<file path="config.mk">
export PLATFORM = sky130hd
export DESIGN_NAME = legv8_control_fsm
export DESIGN_NICKNAME = d
export VERILOG_FILES = /design/src/rtl/legv8_control_fsm.sv
export SDC_FILE = /design/constraint.sdc
export NUM_CORES = 1
export LEC_CHECK = 0
export BUFFER_PORTS_ARGS = -buffer_cell sky130_fd_sc_hd__buf_2
export CAP_MARGIN = 40
export CORE_MARGIN = 5
export CORE_UTILIZATION = 43
export DETAILED_ROUTE_END_ITERATION = 16
export MAX_ROUTING_LAYER = met4
export PLACE_DENSITY_LB_ADDON = 0.05
export SETUP_SLACK_MARGIN = 0.15
export SKIP_LAST_GASP = 1
export SLEW_MARGIN = 25
export SYNTH_ARGS = -nofsm -noshare
export SYNTH_HDL_FRONTEND = slang
export SYNTH_SLANG_ARGS = --single-unit
</file>
<file path="constraint.sdc">
create_clock -name clock -period 3.1 [get_ports clock]
set_clock_uncertainty 0.15 [all_clocks]
set_input_delay 0.62 -clock clock [delete_from_list [all_inputs] [get_ports clock]]
set_output_delay 0.62 -clock clock [all_outputs]
set_load 0.005 [all_outputs]
</file>
<file path="src/rtl/legv8_control_fsm.sv">
// Multi-cycle control unit for the LEGv8 datapath: sequences FETCH/DECODE/EXEC/MEM,
// drives the 40-bit control word combinationally and registers the decoded immediate.
module legv8_control_fsm (
  input  logic        clock,
  input  logic        reset,
  input  logic [31:0] IR_out,
  input  logic [4:0]  status,
  input  logic        mem_ready,
  output logic [39:0] ControlWord,
  output logic [63:0] constant,
  output logic [2:0]  state,
  output logic        halted
);

  localparam int unsigned CW_W  = 40;
  localparam int unsigned K_W   = 64;
  localparam int unsigned REG_W = 5;
  localparam int unsigned FS_W  = 5;

  localparam logic [2:0] S_FETCH  = 3'd0;
  localparam logic [2:0] S_DECODE = 3'd1;
  localparam logic [2:0] S_EXEC   = 3'd2;
  localparam logic [2:0] S_MEM    = 3'd3;
  localparam logic [2:0] S_HALT   = 3'd7;

  localparam logic [FS_W-1:0] FS_AND  = 5'b00000;
  localparam logic [FS_W-1:0] FS_ORR  = 5'b00100;
  localparam logic [FS_W-1:0] FS_ADD  = 5'b01000;
  localparam logic [FS_W-1:0] FS_SUB  = 5'b01001;
  localparam logic [FS_W-1:0] FS_PASS = 5'b01100;

  localparam logic [1:0] SZ_32 = 2'b10;
  localparam logic [1:0] SZ_64 = 2'b11;
  localparam logic [1:0] PC_HOLD = 2'b00;
  localparam logic [1:0] PC_INC  = 2'b01;
  localparam logic [1:0] PC_REL  = 2'b10;

  // Opcode classification straight from the instruction register
  logic is_add, is_sub, is_and, is_orr, is_addi, is_subi;
  logic is_ldur, is_stur, is_b, is_cbz, is_rtype, is_itype;
  assign is_add   = (IR_out[31:21] == 11'b10001011000);
  assign is_sub   = (IR_out[31:21] == 11'b11001011000);
  assign is_and   = (IR_out[31:21] == 11'b10001010000);
  assign is_orr   = (IR_out[31:21] == 11'b10101010000);
  assign is_addi  = (IR_out[31:22] == 10'b1001000100);
  assign is_subi  = (IR_out[31:22] == 10'b1101000100);
  assign is_ldur  = (IR_out[31:21] == 11'b11111000010);
  assign is_stur  = (IR_out[31:21] == 11'b11111000000);
  assign is_b     = (IR_out[31:26] == 6'b000101);
  assign is_cbz   = (IR_out[31:24] == 8'b10110100);
  assign is_rtype = is_add | is_sub | is_and | is_orr;
  assign is_itype = is_addi | is_subi;

  // Only the zero flag steers control; the other flags belong to the datapath
  logic status_unused;
  assign status_unused = ^status[4:1];

  logic [REG_W-1:0] rd, rn, rm;
  assign rd = IR_out[4:0];
  assign rn = IR_out[9:5];
  assign rm = IR_out[20:16];

  // Immediate extraction, captured at the end of DECODE
  logic [K_W-1:0] imm_next;
  always_comb begin
    imm_next = '0;
    if (is_itype)              imm_next = K_W'(IR_out[21:10]);
    else if (is_ldur | is_stur) imm_next = {{55{IR_out[20]}}, IR_out[20:12]};
    else if (is_b)             imm_next = {{36{IR_out[25]}}, IR_out[25:0], 2'b00};
    else if (is_cbz)           imm_next = {{43{IR_out[23]}}, IR_out[23:5], 2'b00};
  end

  logic [2:0]       state_next;
  logic [REG_W-1:0] da, sa, sb;
  logic [FS_W-1:0]  fs;
  logic [1:0]       size, pc_sel;
  logic reg_write, b_sel, c0, status_load, mem_write, mem_read;
  logic ir_load, addr_sel, d_sel, bus_drive;

  always_ff @(posedge clock or negedge reset) begin
    if (!reset) begin
      state    <= S_FETCH;
      halted   <= 1'b0;
      constant <= '0;
    end else begin
      state  <= state_next;
      halted <= (state_next == S_HALT);
      if (state == S_DECODE) constant <= imm_next;
    end
  end

  // Next state and control fields
  always_comb begin
    state_next  = state;
    da = '0; sa = '0; sb = '0; fs = FS_AND;
    size = 2'b00; pc_sel = PC_HOLD;
    reg_write = 1'b0; b_sel = 1'b0; c0 = 1'b0; status_load = 1'b0;
    mem_write = 1'b0; mem_read = 1'b0; ir_load = 1'b0;
    addr_sel = 1'b0; d_sel = 1'b0; bus_drive = 1'b0;
    case (state)
      S_FETCH: begin
        mem_read = 1'b1;
        addr_sel = 1'b1;
        size     = SZ_32;
        ir_load  = mem_ready;
        if (mem_ready) state_next = S_DECODE;
      end
      S_DECODE: state_next = S_EXEC;
      S_EXEC: begin
        state_next = S_FETCH;
        if (is_rtype | is_itype) begin
          da = rd; sa = rn; sb = rm;
          reg_write = 1'b1; status_load = 1'b1; pc_sel = PC_INC;
          b_sel = is_itype;
          if (is_add | is_addi)      fs = FS_ADD;
          else if (is_sub | is_subi) begin fs = FS_SUB; c0 = 1'b1; end
          else if (is_orr)           fs = FS_ORR;
          else                       fs = FS_AND;
        end else if (is_ldur | is_stur) begin
          state_next = S_MEM;
        end else if (is_b) begin
          pc_sel = PC_REL;
        end else if (is_cbz) begin
          sb = rd; fs = FS_PASS;
          pc_sel = status[0] ? PC_REL : PC_INC;
        end else begin
          state_next = S_HALT;
        end
      end
      S_MEM: begin
        sa = rn; b_sel = 1'b1; fs = FS_ADD; size = SZ_64;
        if (is_stur) begin
          mem_write = 1'b1; sb = rd; bus_drive = 1'b1;
        end else begin
          mem_read = 1'b1; d_sel = 1'b1; da = rd;
          reg_write = mem_ready;
        end
        if (mem_ready) begin
          pc_sel     = PC_INC;
          state_next = S_FETCH;
        end
      end
      S_HALT:  state_next = S_HALT;
      default: state_next = S_FETCH;
    endcase
  end

  // Reset gates the word so no memory access can start while held
  always_comb begin
    ControlWord = '0;
    if (reset)
      ControlWord = CW_W'({6'b0, bus_drive, d_sel, addr_sel, ir_load, pc_sel, size,
                           mem_read, mem_write, status_load, c0, fs, b_sel, reg_write,
                           sb, sa, da});
  end

endmodule

</file>
==> impl_metrics.env <==
export IMPL_outcome="finished, final reports clean"
export IMPL_totalWireLength_um=8030
export IMPL_drt_antenna_violating_nets=0
export IMPL_fp_row_count=27
export IMPL_netlist_top_cell_by_area="dfrtp_1"
export IMPL_syn_instance_count=279
export IMPL_grt_pass1_wl_um=12400
export IMPL_grt_antenna_before_repair=0
export IMPL_largest_family_of_logic_cells_by_synthesized_area="compound AO/OA/AOI/OAI gates"
export IMPL_max_fclk_ghz=0.343
export IMPL_slew_headroom=0.617
export IMPL_hold_violations=0
export IMPL_synth_adder_area_share=0
export IMPL_critPathMaxFanout=5
export IMPL_leakage_nw=1.67
export IMPL_worst_setup_path_start_kind="primary input"
export IMPL_h_tree_depth=2
export IMPL_setup_worst_path_class="in2out"
export IMPL_place_worst_setup_slack_ns=0.0602
export IMPL_finalNetCount=431
export IMPL_synth_xor_area_frac=0
export IMPL_irDropWorstVdd_mv=0.329
export IMPL_grt_setup_unrepaired="yes"
export IMPL_power_density_nw_per_um2=605
export IMPL_timing_critical_path_to_type="output port"
export IMPL_grt_overflow=0
export IMPL_ys_seq_area_frac=0.337
export IMPL_yosysUniqueCellTypes=48
export IMPL_synth_mux_area_frac=0.00474
export IMPL_clk_transition_reported_paths_ns=0.08
export IMPL_min_path_type="in2async"
export IMPL_finalSetupTns_ns=0
export IMPL_cts_root_buffer_cell="clkbuf_8"
export IMPL_data_arrival_time_of_the_critical_path_ns=2.14
export IMPL_routed_via_count=2510
export IMPL_start_util=0.437
export IMPL_first_global_vias=2391
export IMPL_final_fill_count=568
export IMPL_drt_iter0_drc=255
export IMPL_synthesis_area_per_instance_um2=8.52
export IMPL_grt_max_degree=39
export IMPL_synth_edf_count=0
export IMPL_fin_ws_ns=0.188
export IMPL_globalplace_congestion=0.847
export IMPL_clkSinkCount=32
export IMPL_timing_final_crit_period_ns=2.91
export IMPL_cts_max_path_buffers=2
export IMPL_synthesized_area_fraction_occupied_by_ao_oa_aoi_and_oai_cells=0.282
export IMPL_ctsHoldBuffers=0
export IMPL_die_w_um=84.3
export IMPL_die_extent_in_y_um=84.3
export IMPL_top_level_ports=148
export IMPL_cp_data_required_time_ns=2.33
export IMPL_finalSetupViolCount=0
export IMPL_detailed_placement_wirelength_estimate_um=5970
export IMPL_synth_area_top_cells="dfrtp_1 34%, buf_4 14%, a222oi_1 5.9%"
export IMPL_drt_pass1_iter_count=8
export IMPL_finalMaxSlewViolations=0
export IMPL_portBuffers=135
export IMPL_ys_warnings_count=0
export IMPL_area_growth_syn_to_layout_pct=30.0
export IMPL_insertedDiodeCount=0
export IMPL_ys_async_sr_fraction=1.00
export IMPL_clkLatencyLatePin_ns=0.29
export IMPL_cts_tree="done"
export IMPL_post_synth_and_or_nand_nor_area_fraction=0.199
export IMPL_dominantRegCellSynth="dfrtp_1"
export IMPL_via_per_inst=5.41
export IMPL_coreArea_um2=5440
export IMPL_tightest_slew_ns=0.574
export IMPL_grtUsageTotal=0.221
export IMPL_max_capacitance_violation_count=0
export IMPL_synth_top_area_frac=0.337
export IMPL_synth_seq_cells=32
export IMPL_post_route_drc_count=0
export IMPL_design_die_area_um2=7110
export IMPL_syn_cell_area_um2=2380
export IMPL_routed_wire_per_std_cell_um=17.3
export IMPL_final_period_utilization=0.939
export IMPL_drive_gt1_frac=0.452
export IMPL_cts_buffers=5
[registers in the layout, indices dropped and copies added, names as in the netlist]
| register | count |
|---|---|
| constant | 28 |
| halted | 1 |
| state | 3 |
[where the power goes]
group,switching (mW),total (mW),internal [mW]
clock network,0.169,0.407,0.239
logic,0.464,0.825,0.361
registers,0.0868,0.635,0.549
total,0.719,1.87,1.15
[per-layer routing]
| layer | share of wire | GRT usage |
|---|---|---|
| met1 | 0.45 | 0.303 |
| met2 | 0.46 | 0.339 |
| met3 | 0.088 | 0.0461 |
| met4 | 0.010 | 0.0460 |
| met5 | 0 | - |
[worst paths after layout]
path,from,to,slack [ns],depth (start not counted)
min,reset,constant[19],0.28,2
max reg2reg,state[1],constant[22],0.77,5
max in group asynchronous,reset,constant[18],2.19,2
min reg2reg,constant[26],constant[26],0.32,2
max,IR_out[23],ControlWord[10],0.19,6
min in group clock,constant[26],constant[26],0.32,2
[worst max-delay path: stages]
cell     delay, ns
buf_6         0.09
or3b_1        0.38
or3_4         0.38
o32ai_4       0.35
a22o_1        0.20
buf_2         0.12
[area by class of cell]
type                       count  area, µm²  area share
clock buffer                   6       72.6      0.0235
clock inverter                 2       35.0      0.0113
inverter                       5       18.8     0.00608
multi-input combinational    189       1210       0.391
sequential                    32        801       0.259
tap                           72       90.1      0.0292
timing repair buffer         158        865       0.280
[metrics by stage]
step                      cell area, µm²  instances  total power [mW]  hold WS (ns)  utilization
final                               3090        464              1.87         0.275        0.568
after floorplan                     2400        286              1.15         0.174            -
after global placement              2930        454              1.46         0.309        0.539
after detailed placement            2930        454              1.46         0.313        0.539
after CTS                           3050        462              1.87         0.281        0.561
after global routing                3090        464              2.01         0.315        0.568
[layout by cell type (no fill, tap or decap), types with 2 or more instances in the layout]
| cell | Yosys | final |
|---|---|---|
| a221oi_1 | 5 | 5 |
| a31oi_1 | 6 | 6 |
| nand3b_1 | 3 | 3 |
| dfrtp_1 | 32 | 32 |
| and3_1 | 4 | 4 |
| o21a_1 | 2 | 2 |
| nor3b_1 | 2 | 2 |
| o21ai_2 | 2 | 2 |
| a21oi_1 | 18 | 18 |
| clkbuf_8 | 0 | 5 |
| buf_4 | 45 | 23 |
| o41ai_1 | 2 | 2 |
| a22o_1 | 5 | 5 |
| o31ai_1 | 8 | 8 |
| a21boi_0 | 5 | 4 |
| nand4_1 | 2 | 2 |
| conb_1 | 1 | 8 |
| nor3_1 | 3 | 2 |
| and2_1 | 5 | 5 |
| nor3_2 | 1 | 2 |
| buf_2 | 5 | 133 |
| o21ai_0 | 14 | 14 |
| nand3_1 | 6 | 6 |
| nor2b_1 | 4 | 4 |
| nand2_1 | 25 | 25 |
| nor2_1 | 25 | 25 |
| inv_1 | 4 | 4 |
| a222oi_1 | 14 | 14 |
[Yosys cell counts, drive strengths merged, types with 2 or more instances]
library cell	count
dfrtp	32
nor3	4
nand2	25
nand3	6
a22o	5
a21boi	5
and2	5
o31ai	8
a21oi	18
nand4	2
or3b	2
nor4bb	2
o32ai	2
a222oi	14
a221oi	5
o21a	2
nor2	25
nor2b	4
nor4b	2
a31oi	6
clkbuf	10
nor3b	2
buf	50
o41ai	2
o21ai	16
inv	5
nand3b	3
and3	4
[kinds of logic (layout without fill, tap and decap cells)]
family,after synthesis,count (layout)
flops,32,32
simple gates,90,90
mux,1,1
buf+inv,65,171
compound gates,90,90
other cells,1,8
[repair_timing]
item,4_1_cts,5_1_grt
endpoints found under the setup margin,8,14
pin swaps,4,7
resized for setup,2,4
buffers inserted,0,1
(Power assumes the default switching activity.)
